`config.mk`:
```
export PLATFORM = sky130hd
export DESIGN_NAME = mem_port_arbiter
export DESIGN_NICKNAME = d
export VERILOG_FILES = /design/src/rtl/mem_port_arbiter.sv
export SDC_FILE = /design/constraint.sdc
export NUM_CORES = 1
export LEC_CHECK = 0
export ABC_AREA = 1
export CORE_AREA = 2 2 353 355
export DETAILED_ROUTE_END_ITERATION = 12
export DIE_AREA = 0 0 355 357
export PLACE_DENSITY_LB_ADDON = 0.15
export SLEW_MARGIN = 20
export SYNTH_ARGS = -nofsm -noshare
export SYNTH_HDL_FRONTEND = slang
export SYNTH_SLANG_ARGS = --single-unit
```
`constraint.sdc`:
```
create_clock -name clk -period 4.5 [get_ports clk]
set_input_delay 0.675 -clock clk [delete_from_list [all_inputs] [get_ports clk]]
set_output_delay 0.675 -clock clk [all_outputs]
set_load 0.01 [all_outputs]
```
`src/rtl/mem_port_arbiter.sv`:
```
// Round-robin arbiter sharing one memory-controller burst port (read + write) among NUM_REQ requesters.
// Only one burst is open at a time; a watchdog closes a burst that never receives its finish.
//
// state    | meaning
// IDLE     | no burst open; pick the first requesting slot at/after the RR pointer
// GRANT    | grant_id valid; latch direction, address and length of that slot
// RD_BURST | rd_valid held with latched addr/len until rd_burst_finish or watchdog
// WR_BURST | wr_valid held with latched addr/len until wr_burst_finish or watchdog
// DONE     | dead cycle so the requester's valid can fall; advance RR pointer

module mem_port_arbiter #(
    parameter int NUM_REQ      = 4,
    parameter int MEM_DATA_LEN = 64,
    parameter int ADDR_LEN     = 32,
    parameter int TIMEOUT      = 4096
) (
    input  logic                            clk,
    input  logic                            rst,
    input  logic [NUM_REQ-1:0]              req_rd_valid,
    input  logic [10*NUM_REQ-1:0]           req_rd_burst_len,
    input  logic [ADDR_LEN*NUM_REQ-1:0]     req_rd_addr,
    output logic [NUM_REQ-1:0]              req_rd_ready,
    output logic [MEM_DATA_LEN-1:0]         req_rd_data,
    output logic [NUM_REQ-1:0]              req_rd_burst_finish,
    input  logic [NUM_REQ-1:0]              req_wr_valid,
    input  logic [10*NUM_REQ-1:0]           req_wr_burst_len,
    input  logic [ADDR_LEN*NUM_REQ-1:0]     req_wr_addr,
    input  logic [MEM_DATA_LEN*NUM_REQ-1:0] req_wr_data,
    output logic [NUM_REQ-1:0]              req_wr_ready,
    output logic [NUM_REQ-1:0]              req_wr_burst_finish,
    output logic                            rd_valid,
    output logic [9:0]                      rd_burst_len,
    output logic [ADDR_LEN-1:0]             rd_addr,
    input  logic                            rd_ready,
    input  logic [MEM_DATA_LEN-1:0]         rd_data,
    input  logic                            rd_burst_finish,
    output logic                            wr_valid,
    output logic [9:0]                      wr_burst_len,
    output logic [ADDR_LEN-1:0]             wr_addr,
    output logic [MEM_DATA_LEN-1:0]         wr_data,
    input  logic                            wr_ready,
    input  logic                            wr_burst_finish,
    output logic [2:0]                      grant_id,
    output logic                            busy,
    output logic                            error
);

    localparam int             WW      = (TIMEOUT > 2) ? $clog2(TIMEOUT) : 1;
    localparam logic [WW-1:0]  WD_LOAD = WW'(TIMEOUT - 1);
    localparam logic [2:0]     LAST    = 3'(NUM_REQ - 1);

    typedef enum logic [2:0] {
        IDLE     = 3'd0,
        GRANT    = 3'd1,
        RD_BURST = 3'd2,
        WR_BURST = 3'd3,
        DONE     = 3'd4
    } state_t;

    state_t                state_q, state_d;
    logic [2:0]            ptr_q, ptr_d;
    logic [2:0]            grant_id_q, grant_id_d;
    logic                  rd_valid_q, rd_valid_d;
    logic [9:0]            rd_len_q, rd_len_d;
    logic [ADDR_LEN-1:0]   rd_addr_q, rd_addr_d;
    logic                  wr_valid_q, wr_valid_d;
    logic [9:0]            wr_len_q, wr_len_d;
    logic [ADDR_LEN-1:0]   wr_addr_q, wr_addr_d;
    logic [WW-1:0]         wd_q, wd_d;
    logic                  error_q, error_d;

    logic [NUM_REQ-1:0]    any_req;
    logic [2:0]            pick;
    logic                  found;
    logic                  sel_rd_v, sel_wr_v;
    logic [9:0]            sel_rd_len, sel_wr_len;
    logic [ADDR_LEN-1:0]   sel_rd_addr, sel_wr_addr;
    logic [MEM_DATA_LEN-1:0] sel_wr_data;
    logic                  wd_tc;

    assign any_req = req_rd_valid | req_wr_valid;
    assign wd_tc   = (wd_q == '0);

    // First requesting slot scanning upward from the pointer, wrapping modulo NUM_REQ.
    always_comb begin
        pick  = '0;
        found = 1'b0;
        for (int j = 0; j < NUM_REQ; j++) begin
            for (int k = 0; k < NUM_REQ; k++) begin
                if (!found && any_req[k] && (k == (int'(ptr_q) + j) % NUM_REQ)) begin
                    found = 1'b1;
                    pick  = 3'(k);
                end
            end
        end
    end

    always_comb begin
        sel_rd_v    = 1'b0;
        sel_wr_v    = 1'b0;
        sel_rd_len  = '0;
        sel_wr_len  = '0;
        sel_rd_addr = '0;
        sel_wr_addr = '0;
        sel_wr_data = '0;
        for (int i = 0; i < NUM_REQ; i++) begin
            if (grant_id_q == 3'(i)) begin
                sel_rd_v    = req_rd_valid[i];
                sel_wr_v    = req_wr_valid[i];
                sel_rd_len  = req_rd_burst_len[i*10 +: 10];
                sel_wr_len  = req_wr_burst_len[i*10 +: 10];
                sel_rd_addr = req_rd_addr[i*ADDR_LEN +: ADDR_LEN];
                sel_wr_addr = req_wr_addr[i*ADDR_LEN +: ADDR_LEN];
                sel_wr_data = req_wr_data[i*MEM_DATA_LEN +: MEM_DATA_LEN];
            end
        end
    end

    always_ff @(posedge clk or posedge rst) begin
        if (rst) begin
            state_q    <= IDLE;
            ptr_q      <= '0;
            grant_id_q <= '0;
            rd_valid_q <= 1'b0;
            rd_len_q   <= '0;
            rd_addr_q  <= '0;
            wr_valid_q <= 1'b0;
            wr_len_q   <= '0;
            wr_addr_q  <= '0;
            wd_q       <= '0;
            error_q    <= 1'b0;
        end else begin
            state_q    <= state_d;
            ptr_q      <= ptr_d;
            grant_id_q <= grant_id_d;
            rd_valid_q <= rd_valid_d;
            rd_len_q   <= rd_len_d;
            rd_addr_q  <= rd_addr_d;
            wr_valid_q <= wr_valid_d;
            wr_len_q   <= wr_len_d;
            wr_addr_q  <= wr_addr_d;
            wd_q       <= wd_d;
            error_q    <= error_d;
        end
    end

    always_comb begin
        state_d    = state_q;
        ptr_d      = ptr_q;
        grant_id_d = grant_id_q;
        rd_valid_d = rd_valid_q;
        rd_len_d   = rd_len_q;
        rd_addr_d  = rd_addr_q;
        wr_valid_d = wr_valid_q;
        wr_len_d   = wr_len_q;
        wr_addr_d  = wr_addr_q;
        wd_d       = wd_q;
        error_d    = error_q;
        unique case (state_q)
            IDLE: begin
                if (found) begin
                    grant_id_d = pick;
                    state_d    = GRANT;
                end
            end
            GRANT: begin
                wd_d = WD_LOAD;
                // Read before write within one requester keeps read-modify-write ordering.
                if (sel_rd_v) begin
                    rd_valid_d = 1'b1;
                    rd_len_d   = sel_rd_len;
                    rd_addr_d  = sel_rd_addr;
                    state_d    = RD_BURST;
                end else if (sel_wr_v) begin
                    wr_valid_d = 1'b1;
                    wr_len_d   = sel_wr_len;
                    wr_addr_d  = sel_wr_addr;
                    state_d    = WR_BURST;
                end else begin
                    state_d = DONE;
                end
            end
            RD_BURST: begin
                if (rd_burst_finish || wd_tc) begin
                    rd_valid_d = 1'b0;
                    error_d    = error_q | ~rd_burst_finish;
                    state_d    = DONE;
                end else begin
                    wd_d = wd_q - 1'b1;
                end
            end
            WR_BURST: begin
                if (wr_burst_finish || wd_tc) begin
                    wr_valid_d = 1'b0;
                    error_d    = error_q | ~wr_burst_finish;
                    state_d    = DONE;
                end else begin
                    wd_d = wd_q - 1'b1;
                end
            end
            DONE: begin
                ptr_d   = (grant_id_q == LAST) ? 3'd0 : grant_id_q + 3'd1;
                state_d = IDLE;
            end
            default: state_d = IDLE;
        endcase
    end

    // Watchdog expiry stands in for the missing memory finish toward the requester.
    always_comb begin
        req_rd_ready        = '0;
        req_rd_burst_finish = '0;
        req_wr_ready        = '0;
        req_wr_burst_finish = '0;
        for (int i = 0; i < NUM_REQ; i++) begin
            if (grant_id_q == 3'(i)) begin
                if (state_q == RD_BURST) begin
                    req_rd_ready[i]        = rd_ready;
                    req_rd_burst_finish[i] = rd_burst_finish | wd_tc;
                end
                if (state_q == WR_BURST) begin
                    req_wr_ready[i]        = wr_ready;
                    req_wr_burst_finish[i] = wr_burst_finish | wd_tc;
                end
            end
        end
    end

    assign req_rd_data  = rd_data;
    assign rd_valid     = rd_valid_q;
    assign rd_burst_len = rd_len_q;
    assign rd_addr      = rd_addr_q;
    assign wr_valid     = wr_valid_q;
    assign wr_burst_len = wr_len_q;
    assign wr_addr      = wr_addr_q;
    assign wr_data      = sel_wr_data;
    assign grant_id     = grant_id_q;
    assign busy         = (state_q != IDLE);
    assign error        = error_q;

endmodule
```
After elaboration in Yosys (flattened, before gate mapping)
Index checks and enable logic that the tools add are counted.
- flip-flop bits (word level): 107
- bits of input ports: 670
- output and inout port bits: 235
- logic and storage cells: 224
- add/subtract/negate cells: 5
- equal/unequal tests: 27
- muxes and demuxes: 99
- bitwise logic cells: 11
- reduce and logical (&&, ||, !) cells: 71
- operator list (operator ; number):
    2-to-1 mux 32 bit ; 8
    2-to-1 mux 64 bit ; 4
    zero test 32 bit ; 4
    2-to-1 mux 10 bit ; 8
    2-to-1 mux 3 bit ; 19
    2-to-1 mux 1 bit ; 52
    one-hot mux 12 bit (3 select lines) ; 1
    logical AND 1 bit ; 31
    2-to-1 mux 12 bit ; 2
    == test 3 bit (first input constant) ; 6
    inequality test 2 bit (second input constant) ; 8
    zero test 1 bit ; 15
    AND reduction 3 bit ; 5
    == test 3 x 2 -> 1 bit (second input constant) ; 4
    zero test 12 bit ; 1
    one-hot mux 3 bit (4 select lines) ; 1
    subtractor 12 x 1 -> 12 bit (second input constant) ; 1
    == test 2 x 3 -> 1 bit (first input constant) ; 3
    == test 3 x 1 -> 1 bit (second input constant) ; 2
    zero test 3 bit ; 2
    one-hot mux 1 bit (2 select lines) ; 3
    nonzero test 2 bit ; 3
    nonzero test 3 bit ; 2
    OR reduction 2 bit ; 3
    13 further kinds ; 25

Logic depth before layout (Yosys ltp)
- depth after elaboration: 65
- mapped depth: 15
- mapped depth without buffers: 15

Worst setup path before layout
OpenSTA, ideal clock, no wires.
- kind: reg-to-output
- from: register grant_id_q[1], in the netlist grant_id[1]
- to: output port wr_data[43]
- arrival: 1.997 ns
- required time: 3.825 ns
- setup slack: 1.828 ns
- stages on the path, launching flop included: 9
- cell sequence: dfrtp_1 > inv_1 > ha_1 > buf_2 > nor2_4 > buf_1 > buf_1 > a221oi_1 > o31ai_1
- longest elaborated chain between the ends: 5
- elaborated cells on any way between the ends: 8
- classes of those cells: eq/ne (3); mux (4); reduce/logical (1)
- RTL lines (element ; line ; RTL):
    from (decl) ; 62 ; logic [2:0] grant_id_q, grant_id_d;
    from (signal assigned) ; 135 ; grant_id_q <= grant_id_d;
    zero test 3 bit ; 107 ; if (grant_id_q == 3'(i)) begin
    2-to-1 mux 64 bit (3 in series) ; 107 ;
    2-to-1 mux 64 bit (*) ; 107 ;
    to (decl) ; 40 ; output logic [MEM_DATA_LEN-1:0] wr_data,
Every way passes the cells marked *; elsewhere a longest branch is shown, timed or not.

Worst setup path after layout
- from: register grant_id_q[0], in the netlist grant_id[0]
- to: output port wr_data[1]
The elaborated chain is that of the path after synthesis.

==> metrics <==
Port Buffers 775; class of the most critical setup path flop to primary output; type of the most critical hold path flop to flop; Post-Syn Area per Cell 7.17 um2; starting density of the core 7.46%; Data required, critical path 3.83 ns; clock network latency to the later pin of the worst-skew pair 0.42 ns; final instance area 18600 um2; area grow syn2layout 103%; final-report hold violation count 0; Synth area leaders sky130_fd_sc_hd__dfrtp_1, sky130_fd_sc_hd__nor2_1, sky130_fd_sc_hd__o31ai_1, sky130_fd_sc_hd__nand2_1, sky130_fd_sc_hd__a22oi_1; Boundary Pins 905; wire length of the first global-routing pass 108 mm; clock root cell sky130_fd_sc_hd__clkbuf_16; number of placed cells counting well taps 3533; top cell types by occurrence after synthesis sky130_fd_sc_hd__nor2_1, sky130_fd_sc_hd__nand2_1, sky130_fd_sc_hd__o31ai_1, sky130_fd_sc_hd__dfrtp_1, sky130_fd_sc_hd__a22oi_1; Post-CTS Setup Bufs 0; placed wire-length estimate after detailed placement 67.4 mm; Sum Neg Setup Slack 0 ns; number of routed nets with antenna violations 0; fraction of layout instances using a drive strength above 1 4.29%; final-report setup violation count 0; final design utilization 15.2%; Post-Syn Nets 1955; ratio of final minimum period to clock period 89.2%; largest net degree at the start of global routing 113; Post-Syn Instances 1280; Worst R2R Setup Slack 1.08 ns; remaining global-route overflow 0; synthesis warning total 0; drt initial violations 604; element type at the critical path start flop; worst-case clock skew 0.0169 ns; core region area 123000 um2; wire length after detailed routing 81.1 mm; Die Span Y 357 um; count of flip-flops with a built-in enable after synthesis 0; power density normalized to cell area 568 nW/um2; routed via count 12500; via count of the first global-routing pass 13000; Critical Path Most Common Cell sky130_fd_sc_hd__inv_1; post-synth design cell area 9180 um2; arrival time of the worst setup path 3.34 ns; total die area 127000 um2; Fmax 249 MHz; number of slew-limit violations in the final report 0; Synth area leader sky130_fd_sc_hd__dfrtp_1; register area 2650 um2; number of rows in the core area 129; DR WL/cell 22.8 um; Tmin final 4.01 ns; sequential-to-total area share from yosys stat 28.9%; async set or reset register ratio after synthesis 100%; Gates resized, CTS repair 0; remaining design rule violation count 0; proportion of netlist area held by the largest area contributor 28.9%; area taken by multi-input logic gates 5430 um2; Total GRT Usage 12.2%; number of buffers created by CTS 9; most frequent cell after synthesis sky130_fd_sc_hd__nor2_1; gpl congestion 0.842; top fanout value on the critical path 80; chain of cells forming the critical path inv_1 > ha_1 > inv_1 > nor2_4 > buf_12 > a221oi_1 > o31ai_1 > clkdlybuf4s50_1; standby leakage power 6.60 nW; placed inst area 18300 um2; sink count of the clock tree 106; register bit count reported by yosys 106; largest voltage drop on the vdd net 0.000419 V; count of H-tree levels built during CTS 3; buffer levels on the longest clock path 2; number of distinct library cell variants in the gate-level netlist after synthesis 38; slew at the pin with the worst max-slew slack 0.906 ns; crit end category primary output; CTS tree done; Die Width 355 um; number of max-capacitance violations reported 0; remaining max-slew budget at the tightest pin 39.6%; number of nets at the end of the flow 2582; power after layout 10.6 mW; result of the run complete, no violations; count of non-filler cells in the finished layout 3554; antenna violations before repair 26; worst-path cell with the longest stage delay sky130_fd_sc_hd__clkdlybuf4s50_1; FILL cells 14100; most common flop cell mapped by yosys sky130_fd_sc_hd__dfrtp_1; setup repair after global routing missed its margin false; number of iterations in the first detailed-routing pass 4; hold buffer count at CTS 0; CTS clk-pin slew, worst paths 0.09 ns; slowest cell delay on critical path 0.73 ns; via-per-instance ratio 3.50
[routing by layer]
layer	vias up	track usage [%]	wire, um
met3	149	4.23	6370
li1	5823	-	-
met4	42	4.01	2450
met2	534	21.3	40000
met5	-	0	264
met1	5906	13.7	32000
[cells by family after synthesis]
kind of cell | Yosys count | synth area share (%)
other | 1 | 0.0409
AO/OA/AOI/OAI | 415 | 35.3
buffers and inverters | 231 | 12.6
XOR/XNOR | 1 | 0.0955
flip-flops | 106 | 28.9
adder cells (fa/ha/maj) | 5 | 0.682
AND/OR/NAND/NOR | 521 | 22.4
[area by class of cell]
type,instances,area share (%)
timing repair buffer,799,43.0
multi-input combinational,943,29.1
sequential,106,14.2
tap,1637,11.0
clock buffer,9,1.21
inverter,48,1.02
clock inverter,7,0.423
antenna,5,0.0671
[per-stage QoR]
stage / hold WS [ns] / setup slack [ns]
2_1_floorplan: 0.451 / 1.04
3_3_place_gp: 0.464 / 0.913
3_5_place_dp: 0.467 / 0.913
4_1_cts: 0.488 / 0.416
5_1_grt: 0.507 / 0.324
6_report: 0.488 / 0.488
[state kept, by name, indices dropped and copies added, names as in the netlist]
signal and cells:
error 1, grant_id 2, ptr_q 2, rd_addr 32
rd_burst_len 10, rd_valid 1, state_q 3, wd_q 12
wr_addr 32, wr_burst_len 10, wr_valid 1
[final timing paths]
kind / start / endpoint / cells after the start
min in group asynchronous: rst / rd_addr[19] / 2
min reg2reg: wr_burst_len[4] / wr_burst_len[4] / 2
min: wr_burst_len[4] / wr_burst_len[4] / 2
max in group asynchronous: rst / wd_q[11] / 3
max reg2reg: grant_id[0] / rd_addr[24] / 13
max: grant_id[0] / wr_data[1] / 8
[critical path: cells and delay by family (launching register included)]
kind            cells  cell delay, ns
compound gates      2            0.61
fa+ha+maj           1            0.16
buf+inv             4            1.34
flops               1            0.49
simple gates        1            0.20
[cells in the final DEF, fill, tap and decap left out, types with 15 or more instances in the layout]
cell type,netlist,final
sky130_fd_sc_hd__nor2_1,283,283
sky130_fd_sc_hd__clkdlybuf4s50_1,0,775
sky130_fd_sc_hd__o31ai_2,18,18
sky130_fd_sc_hd__nand3_1,16,15
sky130_fd_sc_hd__nand2_1,198,198
sky130_fd_sc_hd__a211oi_1,84,83
sky130_fd_sc_hd__dfrtp_1,106,106
sky130_fd_sc_hd__inv_1,43,41
sky130_fd_sc_hd__buf_4,65,18
sky130_fd_sc_hd__a22oi_1,86,86
sky130_fd_sc_hd__o31ai_1,131,131
sky130_fd_sc_hd__a221oi_1,64,64
[where the power goes]
group          leakage [nW]  total (mW)  internal [mW]  switching [mW]
clock                 0.151       0.928          0.403           0.525
combinational          5.14        8.09           3.34            4.75
sequential             1.31        1.57           1.31           0.252
total                  6.60        10.6           5.06            5.53
Note: power is estimated with default switching activity, not from simulation.
